`config.mk`:
```
export PLATFORM = sky130hd
export DESIGN_NAME = instruction_fetch
export DESIGN_NICKNAME = d
export VERILOG_FILES = /design/src/rtl/instruction_fetch_pkg.sv /design/src/rtl/instruction_fetch_adder.sv /design/src/rtl/instruction_fetch.sv
export SDC_FILE = /design/constraint.sdc
export NUM_CORES = 1
export LEC_CHECK = 0
export ABC_AREA = 1
export BUFFER_PORTS_ARGS = -buffer_cell sky130_fd_sc_hd__buf_2
export CAP_MARGIN = 20
export CELL_PAD_IN_SITES_DETAIL_PLACEMENT = 0
export CELL_PAD_IN_SITES_GLOBAL_PLACEMENT = 2
export CORE_UTILIZATION = 29
export CTS_BUF_LIST = sky130_fd_sc_hd__clkbuf_2
export DETAILED_ROUTE_END_ITERATION = 8
export MAX_ROUTING_LAYER = met4
export PLACE_DENSITY_LB_ADDON = 0.1
export SETUP_SLACK_MARGIN = 0.2
export SLEW_MARGIN = 30
export SYNTH_ARGS = -nofsm -noshare
export SYNTH_HDL_FRONTEND = slang
export SYNTH_HIERARCHICAL = 1
export SYNTH_SLANG_ARGS = --single-unit
```
`constraint.sdc`:
```
create_clock -name i_clk -period 3.19 [get_ports i_clk]
set_input_delay 0 -clock i_clk [delete_from_list [all_inputs] [get_ports i_clk]]
set_output_delay 0 -clock i_clk [all_outputs]
set_load 0.03 [all_outputs]
```
`src/rtl/instruction_fetch_pkg.sv`:
```
// Shared processor constants and the fetch FSM state encoding.
package instruction_fetch_pkg;

    localparam logic [31:0] NOP_INSTR  = 32'h0000_0000;
    localparam logic [31:0] HALT_INSTR = 32'hFFFF_FFFF;
    localparam logic [31:0] PC_STEP    = 32'd4;

    typedef enum logic {
        ST_RUN    = 1'b0,
        ST_HALTED = 1'b1
    } fetch_state_t;

endpackage

```
`src/rtl/instruction_fetch_adder.sv`:
```
// PC incrementer: o_adder = i_adder + PC_STEP, wrapping modulo 2^N_BITS.
module instruction_fetch_adder
    import instruction_fetch_pkg::*;
#(
    parameter int N_BITS = 32
) (
    input  logic [N_BITS-1:0] i_adder,
    output logic [N_BITS-1:0] o_adder
);

    assign o_adder = i_adder + N_BITS'(PC_STEP);

endmodule

```
`src/rtl/instruction_fetch.sv`:
```
// Instruction fetch stage: PC register, branch/jump redirect, IF/ID latch,
// debug step mode and a RUN/HALTED FSM that stops on the halt word.
module instruction_fetch
    import instruction_fetch_pkg::*;
#(
    parameter int                N_BITS   = 32,
    parameter logic [N_BITS-1:0] PC_RESET = '0
) (
    input  logic              i_clk,
    input  logic              i_reset,
    input  logic              i_step_mode,
    input  logic              i_step,
    input  logic              i_stall,
    input  logic              i_branch_taken,
    input  logic [N_BITS-1:0] i_branch_target,
    input  logic              i_jump,
    input  logic [N_BITS-1:0] i_jump_target,
    input  logic [N_BITS-1:0] i_imem_data,
    output logic [N_BITS-1:0] o_pc,
    output logic [N_BITS-1:0] o_if_id_pc4,
    output logic [N_BITS-1:0] o_if_id_instr,
    output logic              o_if_id_valid,
    output logic              o_halted,
    output logic [N_BITS-1:0] o_fetch_count
);

    fetch_state_t      r_state;
    fetch_state_t      w_next_state;
    logic [N_BITS-1:0] r_pc;
    logic [N_BITS-1:0] r_if_id_pc4;
    logic [N_BITS-1:0] r_if_id_instr;
    logic              r_if_id_valid;
    logic [N_BITS-1:0] r_fetch_count;

    logic [N_BITS-1:0] w_pc4;
    logic [N_BITS-1:0] w_next_pc;
    logic              w_adv;
    logic              w_redirect;
    logic              w_halt_fetch;

    instruction_fetch_adder #(
        .N_BITS (N_BITS)
    ) u_pc_adder (
        .i_adder (r_pc),
        .o_adder (w_pc4)
    );

    assign w_adv        = (r_state == ST_RUN) && !i_stall && (!i_step_mode || i_step);
    assign w_redirect   = i_branch_taken || i_jump;
    assign w_halt_fetch = w_adv && !w_redirect && (i_imem_data == N_BITS'(HALT_INSTR));

    // Branch outranks jump; redirect targets are forced word-aligned.
    always_comb begin
        w_next_pc = w_pc4;
        if (i_branch_taken) begin
            w_next_pc = {i_branch_target[N_BITS-1:2], 2'b00};
        end else if (i_jump) begin
            w_next_pc = {i_jump_target[N_BITS-1:2], 2'b00};
        end
    end

    always_comb begin
        // NOTE: default assigned first so every path drives w_next_state and no latch is inferred.
        w_next_state = r_state;
        case (r_state)
            ST_RUN:    if (w_halt_fetch) w_next_state = ST_HALTED;
            ST_HALTED: w_next_state = ST_HALTED;
            default:   w_next_state = ST_RUN;
        endcase
    end

    always_ff @(posedge i_clk) begin
        // NOTE: non-blocking assignments so every register updates from pre-edge values.
        if (i_reset) begin
            r_state <= ST_RUN;
        end else begin
            r_state <= w_next_state;
        end
    end

    always_ff @(posedge i_clk) begin
        if (i_reset) begin
            r_pc          <= PC_RESET;
            r_if_id_pc4   <= '0;
            r_if_id_instr <= '0;
            r_if_id_valid <= 1'b0;
            r_fetch_count <= '0;
        end else if (w_adv) begin
            if (w_redirect) begin
                // A redirect squashes the word fetched this cycle into a bubble.
                r_pc          <= w_next_pc;
                r_if_id_pc4   <= '0;
                r_if_id_instr <= N_BITS'(NOP_INSTR);
                r_if_id_valid <= 1'b0;
            end else begin
                r_pc          <= w_halt_fetch ? r_pc : w_next_pc;
                r_if_id_pc4   <= w_pc4;
                r_if_id_instr <= i_imem_data;
                r_if_id_valid <= 1'b1;
                r_fetch_count <= r_fetch_count + 1'b1;
            end
        end
    end

    assign o_pc          = r_pc;
    assign o_if_id_pc4   = r_if_id_pc4;
    assign o_if_id_instr = r_if_id_instr;
    assign o_if_id_valid = r_if_id_valid;
    assign o_halted      = (r_state == ST_HALTED);
    assign o_fetch_count = r_fetch_count;

endmodule
```
==> reports/results.tsv <==
stage	metric	value	unit
route	Vias	7955	
clocking	H-tree Lvls	4	
grt	vias in the first global route	7685	
setup_path	Worst Path Max Fanout	30	
sta	RSZ-0062 raised after global routing	no	
outcome	run status	completed	
sta	Slew Limit Headroom	0.3770	
setup_path	Crit path depth	10	
finish	nets	1566	
finish	layout cells sized above 1	0.2035	
route	# DRC	0	
setup_path	largest stage delay on the critical path	0.73	ns
sta	crit path time final	2.862	ns
hold_path	min-delay src	i_branch_target[10]	
setup_path	Crit path buffers/inverters	6	
die	site row count	55	
clocking	CTS clk-pin slew, worst paths	0.25	ns
yosys	Synth cell types	32	
job	Max Cap Viol	0	
sta	clk_skew	0.04334	ns
yosys	syn nets	1186	
route	Routed WL per cell	14.08	um
finish	fill cell count	2547	
die	Starting Density	0.2998	
placed_design	placement-stage cell area	8299	um2
placed_design	gpl congestion	0.7871	
setup_path	CP endpoint kind	register	
clocking	clock latency on the worst-skew pair	0.71	ns
setup_path	Crit path arrival time	3.47	ns
sta	Max Slew Vio Count	0	
route	Detailed Route Iter0 Violations	485	
clocking	post-CTS setup buffer count	0	
setup_path	Cell Chain, Critical Path	dlygate4sd3_1 > buf_2 > nor2_2 > dlygate4sd3_1 > buf_4 > nand3_2 > dlygate4sd3_1 > o21ai_0 > a21oi_1 > dlygate4sd3_1	
route	total wire length	25.17	mm
sta	fmax	0.3494	GHz
grt	remaining global-route overflow	0	
power_and_ir_drop	Int Pwr	2.345	mW
setup_path	CP max stage cell	dlygate4sd3_1	
setup_path	CP endpoint	o_fetch_count[0]$_SDFFE_PP0P_	
finish	Reg area	2603	um2
die	core area	22920	um2
sta	Final Setup Violations	0	
setup_path	cell count of the worst reg-to-reg path	8	
grt	initial antenna violation count	1	
grt	first-pass GRT wire length	39.78	mm
clocking	CTS tree	built	
power_and_ir_drop	power density over cell area	353.1	nW/um2
power_and_ir_drop	sequential share of power	0.486	
placed_design	# port buffers	228	
finish	Finished Layout Cells	1788	
power_and_ir_drop	Comb pwr share	0.209	
setup_path	reg2reg start	o_halted$_SDFF_PP0_	
yosys	Yosys warnings	6	
yosys	Synth top area share	0.3788	
setup_path	CP required	3.80	ns
setup_path	reg-to-reg endpoint	o_if_id_instr[29]$_SDFFE_PP0P_	
clocking	CTS Buf Count	17	
route	via-per-instance ratio	4.449	
hold_path	worst hold path class	in2reg	
finish	P&R area growth vs syn	49.55	%
clocking	CTS root buf	clkbuf_2	
power_and_ir_drop	leakage power total	4.811	nW
setup_path	FF-to-FF setup slack	0.44	ns
placed_design	Inst Count DP	1583	
yosys	Post-Synthesis Cells	1081	
clocking	Clock Tree Buf Depth	2	
die	die area	24310	um2
die	Die Height	155.9	um
power_and_ir_drop	Worst VDD drop	217.2	uV
sta	period utilisation layout	0.8972	
placed_design	DP Wirelength	17.07	mm
sta	Fin Setup TNS	0	ns
yosys	post-synthesis register bit count	130	
grt	largest net degree at the start of global routing	77	
yosys	register area share after synthesis	0.3788	
yosys	Synth Area per Inst	6.356	um2
placed_design	worst slack, placed	1.113	ns
die	io pins	233	
power_and_ir_drop	clock network power share	0.305	
finish	area of the multi-input gates	3761	um2
power_and_ir_drop	Sw Ratio	0.3538	
setup_path	largest delay contributor family on the critical path	buffers and inverters	
grt	Tot GR Track Use	0.2145	
yosys	cell taking the most area after synthesis	dfxtp_1	
yosys	largest cells by area after synthesis	dfxtp_1 (38%), nand2_1 (21%), nor2_1 (9.1%)	
sta	Hold Vio Cnt, Final	0	
clocking	clock sinks	130	
die	die width	155.9	um
yosys	Post-Syn Area	6870	um2
sta	Worst-Margin Slew	0.9345	ns
route	antenna-violating nets left	0	
setup_path	Startpoint Class	primary input	
setup_path	crit path from	i_branch_taken	
power_and_ir_drop	Pwr Total	3.628	mW
setup_path	Most Frequent Cell on Critical Path	dlygate4sd3_1	
route	DRT Pass-1 Iters	4	
power_and_ir_drop	P_sw	1.284	mW
finish	Design Area, Final	10270	um2
sta	setup ws final	0.3281	ns
setup_path	CP Class	in2reg	
## flip-flops by register name, indices dropped and copies added, names as in the netlist
| name | flops |
|---|---|
| o_if_id_instr | 32 |
| o_fetch_count | 32 |
| o_if_id_valid | 1 |
| o_halted | 1 |
| o_if_id_pc4 | 32 |
| o_pc | 32 |
## stage by stage
step           utilization  hold WS [ns]
3_5_place_dp        0.3622        0.2687
5_1_grt             0.4484        0.1404
4_1_cts             0.4459      0.005924
3_3_place_gp        0.3621        0.2631
6_report            0.4484        0.2317
2_1_floorplan            -        0.1438
## tightest hold or removal path: cells and delay by family
| family | cells | cell delay [ns] |
|---|---|---|
| and+or+nand+nor | 6 | 0.30 |
| buffers and inverters | 2 | 0.60 |
## cells by family after synthesis
logic type / share of synthesized area
AOI/OAI and AO/OA: 0.1180
buffers and inverters: 0.07449
xor gates and xnor gates: 0.02404
DFF: 0.3788
and+or+nand+nor: 0.4010
adders and majority gates: 0.003642
## how the worst min path moves through the flow
stage | end | slack, ns | cells past startpoint
after floorplan | o_if_id_instr[0]$_SDFFE_PP0P_ | 0.14 | 2
final | o_pc[10]$_SDFFE_PP0P_ | 0.23 | 8
after detailed placement | o_if_id_instr[8]$_SDFFE_PP0P_ | 0.27 | 3
after global placement | o_if_id_instr[14]$_SDFFE_PP0P_ | 0.26 | 3
after global routing | o_pc[10]$_SDFFE_PP0P_ | 0.14 | 8
after CTS | o_if_id_instr[31]$_SDFFE_PP0P_ | 0.006 | 4
## timing repair
item,in CTS,in global routing
hold buffers,167,5
endpoints found under the setup margin,0,3
resized for setup,0,1
endpoints found under the hold margin,129,5
## power by group through the flow
stage	Sequential [mW]	Clock, mW	Combinational (mW)
2_1_floorplan	1.91	0	0.268
3_3_place_gp	1.79	0	0.607
3_5_place_dp	1.79	0	0.606
4_1_cts	1.76	1.17	0.757
5_1_grt	1.78	1.23	0.836
6_report	1.76	1.11	0.760
## area by class of cell
cell class | count | share of cell area
multi-input combinational | 824 | 0.3660
timing repair buffer | 412 | 0.2902
sequential | 130 | 0.2533
tap | 313 | 0.03811
inverter | 76 | 0.02801
clock inverter | 15 | 0.01583
clock buffer | 17 | 0.008281
antenna | 1 | 0.0002435
## synth_stat cells, drive strengths merged
cell / instances
and2: 2
nand3: 56
a21oi: 101
inv: 73
a211oi: 25
nand4: 16
nand3b: 8
clkinv: 3
o21ai: 16
dfxtp: 130
nor3: 6
xnor2: 6
o21bai: 1
xor2: 12
nand2: 385
nor2: 183
ha: 2
nor3b: 1
a22oi: 4
buf: 19
clkbuf: 32
## metal layers
layer	track usage	wire, um
met5	-	0
met4	0.04015	215
met3	0.04528	1205
met2	0.3423	11340
met1	0.2798	12410
## layout by cell type (no fill, tap or decap), types with 3 or more instances in the layout
master	synthesis	final
nand4_1	16	16
nand3b_1	8	8
dlygate4sd3_1	0	172
inv_1	71	71
dfxtp_1	130	130
o21ai_0	16	16
nand2_1	380	380
nand2_4	3	3
nor2_4	6	6
buf_2	13	228
a22oi_1	4	4
clkbuf_2	0	17
nor2_2	9	9
buf_4	3	9
inv_6	0	7
nand3_1	55	54
xnor2_1	6	6
a21oi_1	101	101
nor2_1	166	166
xor2_1	11	11
nor3_1	6	6
a211oi_1	25	25
No activity file was read; power rests on OpenSTA's default activity.
